==> src/rtl/ram_stream_reader.sv <==
// Burst read controller for the simple dual-port RAM: issues reads, absorbs the
// one-cycle read latency and streams words out through a two-entry skid buffer.
module ram_stream_reader #(
  parameter int SIZE  = 8,
  parameter int DEPTH = 8,
  localparam int AW   = (DEPTH > 1) ? $clog2(DEPTH) : 1
) (
  input  logic            clk,
  input  logic            rst,
  input  logic            start,
  input  logic [AW-1:0]   base,
  input  logic [AW:0]     count,
  output logic            busy,
  output logic            done,
  output logic [AW-1:0]   raddr,
  input  logic [SIZE-1:0] read_data,
  output logic [SIZE-1:0] out_data,
  output logic            out_valid,
  input  logic            out_ready
);

  typedef enum logic [1:0] {IDLE, READ, DRAIN, DONE} state_e;

  localparam logic [AW-1:0] PTR_LAST = AW'(DEPTH - 1);

  state_e          state_q;
  logic [AW-1:0]   ptr_q;
  logic [AW-1:0]   ptr_nxt;
  logic [AW:0]     rem_q;
  logic            infl_q;
  logic [1:0]      cnt_q;
  logic [1:0]      cnt_d;
  logic [SIZE-1:0] head_q;
  logic [SIZE-1:0] tail_q;
  logic            busy_q;
  logic            done_q;
  logic            pop;
  logic            issue;
  logic [2:0]      occ;

  assign out_valid = (cnt_q != 2'd0);
  assign out_data  = head_q;
  assign raddr     = ptr_q;
  assign busy      = busy_q;
  assign done      = done_q;

  assign pop     = out_valid & out_ready;
  // Words held plus the read still in flight must leave room after this cycle's pop.
  assign occ     = {1'b0, cnt_q} + {2'b00, infl_q};
  assign issue   = (state_q == READ) && (rem_q != '0) && (occ < (3'd2 + {2'b00, pop}));
  assign ptr_nxt = (ptr_q == PTR_LAST) ? '0 : ptr_q + AW'(1);

  always_comb begin
    cnt_d = cnt_q;
    case ({infl_q, pop})
      2'b10:   cnt_d = cnt_q + 2'd1;
      2'b01:   cnt_d = cnt_q - 2'd1;
      default: cnt_d = cnt_q;
    endcase
  end

  always_ff @(posedge clk or negedge rst) begin
    if (!rst) begin
      state_q <= IDLE;
      ptr_q   <= '0;
      rem_q   <= '0;
      infl_q  <= 1'b0;
      cnt_q   <= 2'd0;
      head_q  <= '0;
      tail_q  <= '0;
      busy_q  <= 1'b0;
      done_q  <= 1'b0;
    end else begin
      infl_q <= issue;
      cnt_q  <= cnt_d;

      // Buffer: head is the stream output, tail catches a word arriving under backpressure.
      if (pop) begin
        if (cnt_q == 2'd2) begin
          head_q <= tail_q;
          if (infl_q) tail_q <= read_data;
        end else if (infl_q) begin
          head_q <= read_data;
        end
      end else if (infl_q) begin
        if (cnt_q == 2'd0) head_q <= read_data;
        else               tail_q <= read_data;
      end

      case (state_q)
        IDLE: begin
          if (start) begin
            if (count != '0) begin
              state_q <= READ;
              busy_q  <= 1'b1;
              ptr_q   <= base;
              rem_q   <= count;
            end else begin
              state_q <= DONE;
              done_q  <= 1'b1;
            end
          end
        end
        READ: begin
          if (issue) begin
            ptr_q <= ptr_nxt;
            rem_q <= rem_q - (AW+1)'(1);
            if (rem_q == (AW+1)'(1)) state_q <= DRAIN;
          end
        end
        DRAIN: begin
          if ((cnt_d == 2'd0) && !infl_q) begin
            state_q <= DONE;
            busy_q  <= 1'b0;
            done_q  <= 1'b1;
          end
        end
        default: begin
          state_q <= IDLE;
          done_q  <= 1'b0;
        end
      endcase
    end
  end

endmodule

==> config.mk <==
export PLATFORM = sky130hd
export DESIGN_NAME = ram_stream_reader
export DESIGN_NICKNAME = d
export VERILOG_FILES = /design/src/rtl/ram_stream_reader.sv
export SDC_FILE = /design/constraint.sdc
export NUM_CORES = 1
export LEC_CHECK = 0
export ABC_AREA = 1
export CORE_MARGIN = 3
export CORE_UTILIZATION = 55
export CTS_BUF_LIST = sky130_fd_sc_hd__clkbuf_2 sky130_fd_sc_hd__clkbuf_4 sky130_fd_sc_hd__clkbuf_8
export CTS_CLUSTER_SIZE = 25
export DETAILED_ROUTE_END_ITERATION = 7
export GPL_ROUTABILITY_DRIVEN = 0
export PLACE_DENSITY = 0.84
export SYNTH_ARGS = -nofsm -noshare
export SYNTH_HDL_FRONTEND = slang
export SYNTH_SLANG_ARGS = --single-unit
==> constraint.sdc <==
create_clock -name clk -period 3.5 [get_ports clk]
set_input_delay 0.7 -clock clk [delete_from_list [all_inputs] [get_ports clk]]
set_output_delay 0.7 -clock clk [all_outputs]
set_load 0.01 [all_outputs]
## After elaboration in Yosys (flattened, before gate mapping)

Cells that the tools add are included.

- Bits in registers: 30
- Bits of input ports: 19
- Output and inout port bits: 14
- Word-level logic and storage cells: 88

- Add/sub/neg operators: 6
- Order comparisons: 1
- Equality and inequality tests: 16
- Mux-type cells: 33
- Bitwise logic cells: 2
- Reductions and logical operators: 21

Operators by type and width:

| cell | number |
|---|---|
| $mux W8 | 9 |
| $reduce_and A4 Y1 | 5 |
| $ne A2 B2 Y1 const B | 7 |
| $mux W3 | 4 |
| $mux W4 | 3 |
| $reduce_bool A2 Y1 | 6 |
| $mux W2 | 5 |
| $pmux W4 S2 | 1 |
| $reduce_bool A4 Y1 | 2 |
| $eq A2 B2 Y1 const B | 3 |
| $logic_not A2 Y1 | 3 |
| $mux W1 | 6 |
| $pmux W2 S3 | 1 |
| $pmux W3 S2 | 1 |
| $eq A2 B1 Y1 const B | 2 |
| $eq A4 B1 Y1 const B | 1 |
| $ne A2 B1 Y1 const B | 2 |
| $pmux W2 S2 | 1 |
| $sub A4 B1 Y4 const B | 1 |
| $add A2 B1 Y3 | 1 |
| $add A2 B1 Y3 const A | 1 |
| $add A3 B1 Y3 const B | 1 |
| $eq A3 B3 Y1 const B | 1 |
| $logic_and A1 B1 Y1 | 3 |
| 9 further kinds | 9 |

## Depth between registers and ports, before layout

- Word-level depth: 8
- Depth in mapped cells: 14
- Gate-level depth less buffers: 14

## Worst setup path before layout

OpenSTA, ideal clock, no wires.

- Path kind: input -> register
- Start point: input out_ready
- End point: register state_q[0]
- Setup time: 121 ps
- Arrival: 1730 ps
- Required time: 3379 ps
- Path slack: 1649 ps
- Stages: 12
- Buffers on the path: 0
- Cells stage by stage: nand2_1 -> inv_1 -> ha_1 -> inv_1 -> nand2_1 -> nand2_1 -> nor2_1 -> nand3_1 -> nand2_1 -> inv_1 -> o21bai_1 -> nand2_1

- Cells in the longest elaborated chain, start to end: 7
- Elaborated cells between the ends (all ways): 12
- Classes of those cells: add/sub (1); order compare (1); eq/ne (4); mux (1); bitwise (1); reduce/logical (4)

Ends and longest elaborated chain:

| item | RTL line | RTL |
|---|---|---|
| start: declaration | 19 | `input logic out_ready` |
| $and A1 B1 Y1 * | 47 | `assign pop = out_valid & out_ready;` |
| $eq A2 B1 Y1 or $eq A2 B2 Y1 (tied branches) | 55 | `case ({infl_q, pop})` |
| $pmux W2 S2 * | 55 |  |
| via cnt_d[0] | 32 | `logic [1:0] cnt_d;` |
| $logic_not A2 Y1 * | 112 | `if ((cnt_d == 2'd0) && !infl_q) begin` |
| $logic_and A1 B1 Y1 * | 112 |  |
| $ne A2 B2 Y1 (no source line) * | n/a |  |
| $reduce_and A4 Y1 (no source line) * | n/a |  |
| end signal: assignment | 108 | `if (rem_q == (AW+1)'(1)) state_q <= DRAIN;` |
| end signal: assignment | 113 | `state_q <= DONE;` |
| end signal: assignment | 119 | `state_q <= IDLE;` |
| end: declaration | 26 | `state_e state_q;` |

Mark *: on every way through the listed nets, which the timed path passes. The rest lies on a longest branch.
A chain may end at the register's enable or synchronous reset.

## Worst setup path after layout

- Start point: input out_ready
- End point: register head_q[4], in the netlist out_data[4]

- Cells in the longest elaborated chain, start to end: 3
- Elaborated cells between the ends (all ways): 5
- Classes of those cells: mux (1); bitwise (1); reduce/logical (3)

Ends and longest elaborated chain:

| item | RTL line | RTL |
|---|---|---|
| $and A1 B1 Y1 * | 47 |  |
| $reduce_bool A2 Y1 (no source line) | n/a |  |
| $reduce_and A3 Y1 (no source line) | n/a |  |
| end signal: assignment | 80 | `head_q <= tail_q;` |
| end signal: assignment | 83 | `head_q <= read_data;` |
| end signal: assignment | 86 | `if (cnt_q == 2'd0) head_q <= read_data;` |
| end: declaration | 33 | `logic [SIZE-1:0] head_q;` |

Mark *: on every way between the ends. The rest lies on a longest branch, timed or not.

==> results.yml <==
outcome:
  status: "finished clean"
worst_hold_path:
  min_from: "tail_q[6]"
  hp-class: "flop to flop"
  min_path_cells: 2
  hold_path_end: "tail_q[6]"
synth:
  syn_avg_cell_area_um2: 8.14
  synth_flop_cell: "dfrtp_1"
  synth_top_family_by_area: "simple AND/OR/NAND/NOR gates"
  syn_inst: 215
  synthSimpleGateAreaFrac_pct: 22.8
  synth_compound_area_share_pct: 17.1
  synth_xor_area_share_pct: 0
  synth_edf_count: 0
  synth_top_area_share_pct: 42.9
  synth_seq_area_share_pct: 42.9
  synth_area_um2: 1750
  synth.mux.area_fraction_pct: 0
  ys_ff_latch: 30
  synth.distinct_cells: 25
  ys_warn_count: 0
  syn-num-nets: 246
  synthArstFlopShare_pct: 100
  synthAdderAreaFrac_pct: 8.58
  synth_area_leader_cell: "dfrtp_1"
  synth_area_leaders: "dfrtp_1 43%, nand2_1 11%, ha_1 8.6%, inv_1 6.0%, o21ai_0 4.9%"
finish:
  stdcell_count: 293
  fillerInstances: 219
  nets: 281
  final_cell_area_um2: 2210
  antennaDiodeCount: 0
  drive_above_1_share_pct: 8.76
  final_util_pct: 76.1
  area.growth.synth_to_final_pct: 26.1
cts:
  clkTransAtPathRegs_ps: 100
  clk_latency_ps: 330
  cts_setup_buffers: 0
  cts_tree: "yes"
  cts_resized: 0
  clk_path_buf_depth: 2
  clock-sinks: 30
  cts_root_buf: "clkbuf_4"
  hold_buffers: 0
  cts-buffers-inserted: 5
  h-tree-depth: 2
sta:
  fin_crit_sh_pct: 64.4
  slew_viol_final: 0
  rsz0062_at_grt: "no"
  finalSetupViolCount: 0
  hold_viol_final: 0
  setup_tns_ps: 0
  fmax_mhz: 444
  max_slew_margin_pct: 61.0
  period_minus_slack_ps: 2250
  tightestPinTransition_ps: 583
  skew_ps: 2.53
worst_setup_path:
  endpoint_kind: "flop"
  crit_path_start_kind: "input pin"
  r2r-end: "rem_q[2]"
  cpPeakStageDelay_ps: 550
  crit_arrival_ps: 2480
  reg2regPathDepth: 10
  path_cells: "clkdlybuf4s50_1, nand2_1, ha_1, nor3_4, o211ai_1, o21a_1"
  crit_fanout: 16
  r2r_start: "state_q[1]"
  critical_path_class: "input pin to flop"
  cpMaxStageDelayCell: "clkdlybuf4s50_1"
  r2r_slack_ps: 1350
  cp.required_ps: 3730
grt:
  grt_pass1_wl_um: 6310
  grt_pass1_vias: 1459
  antenna_found_initial: 0
  grt_start_max_net_pins: 31
  grt_overflow: 0
  track_usage_pct: 20.2
floorplanning:
  dieHeight_um: 62.4
  fp-row-count: 19
  start_util_pct: 60.4
  dieArea_um2: 3900
  core_um2: 2900
  ios: 33
  fp.dieW_um: 62.4
place:
  io_buffer_count: 32
  place_area_um2: 2100
  dpl.hpwl_um: 2580
  dp.cells: 285
detailed_routing:
  antenna_left: 0
  wl_um: 3600
  via_count: 1510
  drt-pass1-iter-count: 4
  drtIter0Drc: 132
  drc_errors: 0
  routedWlPerCell_um: 12.3
  viasPerCell: 5.15
power_and_ir_drop:
  power.leakage_nw: 1.11
  max-vdd-ir-drop_uv: 542
  power_density_nw_per_um2: 945
run:
  cap_violations: 0
[routing by layer]
layer  global-route usage, %  up-vias  wire (µm)
met5                       0        -          0
met4                    8.82        0         57
met3                    3.60        7        142
met2                    33.4       36       1770
met1                    25.8      696       1630
li1                        -      771          -
[Yosys cell counts (2+ instances only)]
cell type,count
nand2_1,53
dfrtp_1,30
inv_1,28
o21ai_0,17
nor2_1,14
a21oi_1,12
ha_1,12
nand3_1,10
o21a_1,8
o211ai_1,6
nand2_4,3
nand4_1,3
o21ai_2,3
buf_4,2
inv_2,2
nand2_2,2
o21bai_1,2
[critical path: cells and delay by family]
family / cells / cell delay (ps)
AO/OA/AOI/OAI: 2 / 350
adder cells (fa/ha/maj): 1 / 230
buffers and inverters: 1 / 550
AND/OR/NAND/NOR: 2 / 630
[layout by cell type, fill, tap and decap left out, drive strengths merged]
cell type / netlist / routed
buf: 4 / 1
bufinv: 0 / 2
nand3: 11 / 11
clkbuf: 1 / 6
a21oi: 12 / 12
o31ai: 1 / 1
nand4: 3 / 3
o21ai: 20 / 20
o21bai: 2 / 2
o21a: 8 / 8
o211ai: 6 / 6
inv: 30 / 30
nor2: 15 / 15
clkdlybuf4s50: 0 / 32
nor3: 1 / 1
dfrtp: 30 / 30
ha: 12 / 12
nand2: 58 / 58
clkinv: 1 / 1
[final cells by class]
cell class                      instances  area (µm²)  area share, %
Timing Repair Buffer                   33         328           14.9
Multi-Input combinational cell        149         848           38.4
Inverter                               31         116           5.27
Clock buffer                            6        51.3           2.32
Clock inverter                          2        60.1           2.72
Tap cell                               42        52.6           2.38
Sequential cell                        30         751           34.0
[how the worst max path moves through the flow]
stage / from / to / slack [ps] / cells past startpoint
floorplan: out_ready / state_q[0] / 1650 / 12
global placement: out_ready / out_data[3] / 970 / 6
detailed placement: out_ready / out_data[4] / 900 / 6
CTS: out_ready / out_data[4] / 1240 / 6
global route: out_ready / out_data[4] / 1110 / 6
finish: out_ready / out_data[4] / 1250 / 6
[stage by stage]
stage	setup slack, ps	hold WS (ps)	total power, W
2_1_floorplan	1650	404	0.00139
3_3_place_gp	968	466	0.00168
3_5_place_dp	897	475	0.00172
4_1_cts	1240	500	0.00210
5_1_grt	1110	533	0.00228
6_report	1250	493	0.00209
[power by group]
part           internal (W)  switching [W]  total (W)
clock              0.000242       0.000128   0.000370
combinational      0.000464       0.000624    0.00109
sequential         0.000519       0.000109   0.000628
[state kept, by name (all words and copies together) (netlist names)]
register	cells
out_data	8
tail_q	8
rem_q	4
raddr	3
cnt_q	2
state_q	2
busy	1
done	1
infl_q	1
[kinds of logic (layout without fill, tap and decap cells)]
kind of cell             Yosys count  count (layout)
adder cells (fa/ha/maj)           12              12
flip-flops                        30              30
AO/OA/AOI/OAI                     49              49
buffers and inverters             36              72
AND/OR/NAND/NOR                   88              88
(Power assumes the default switching activity.)
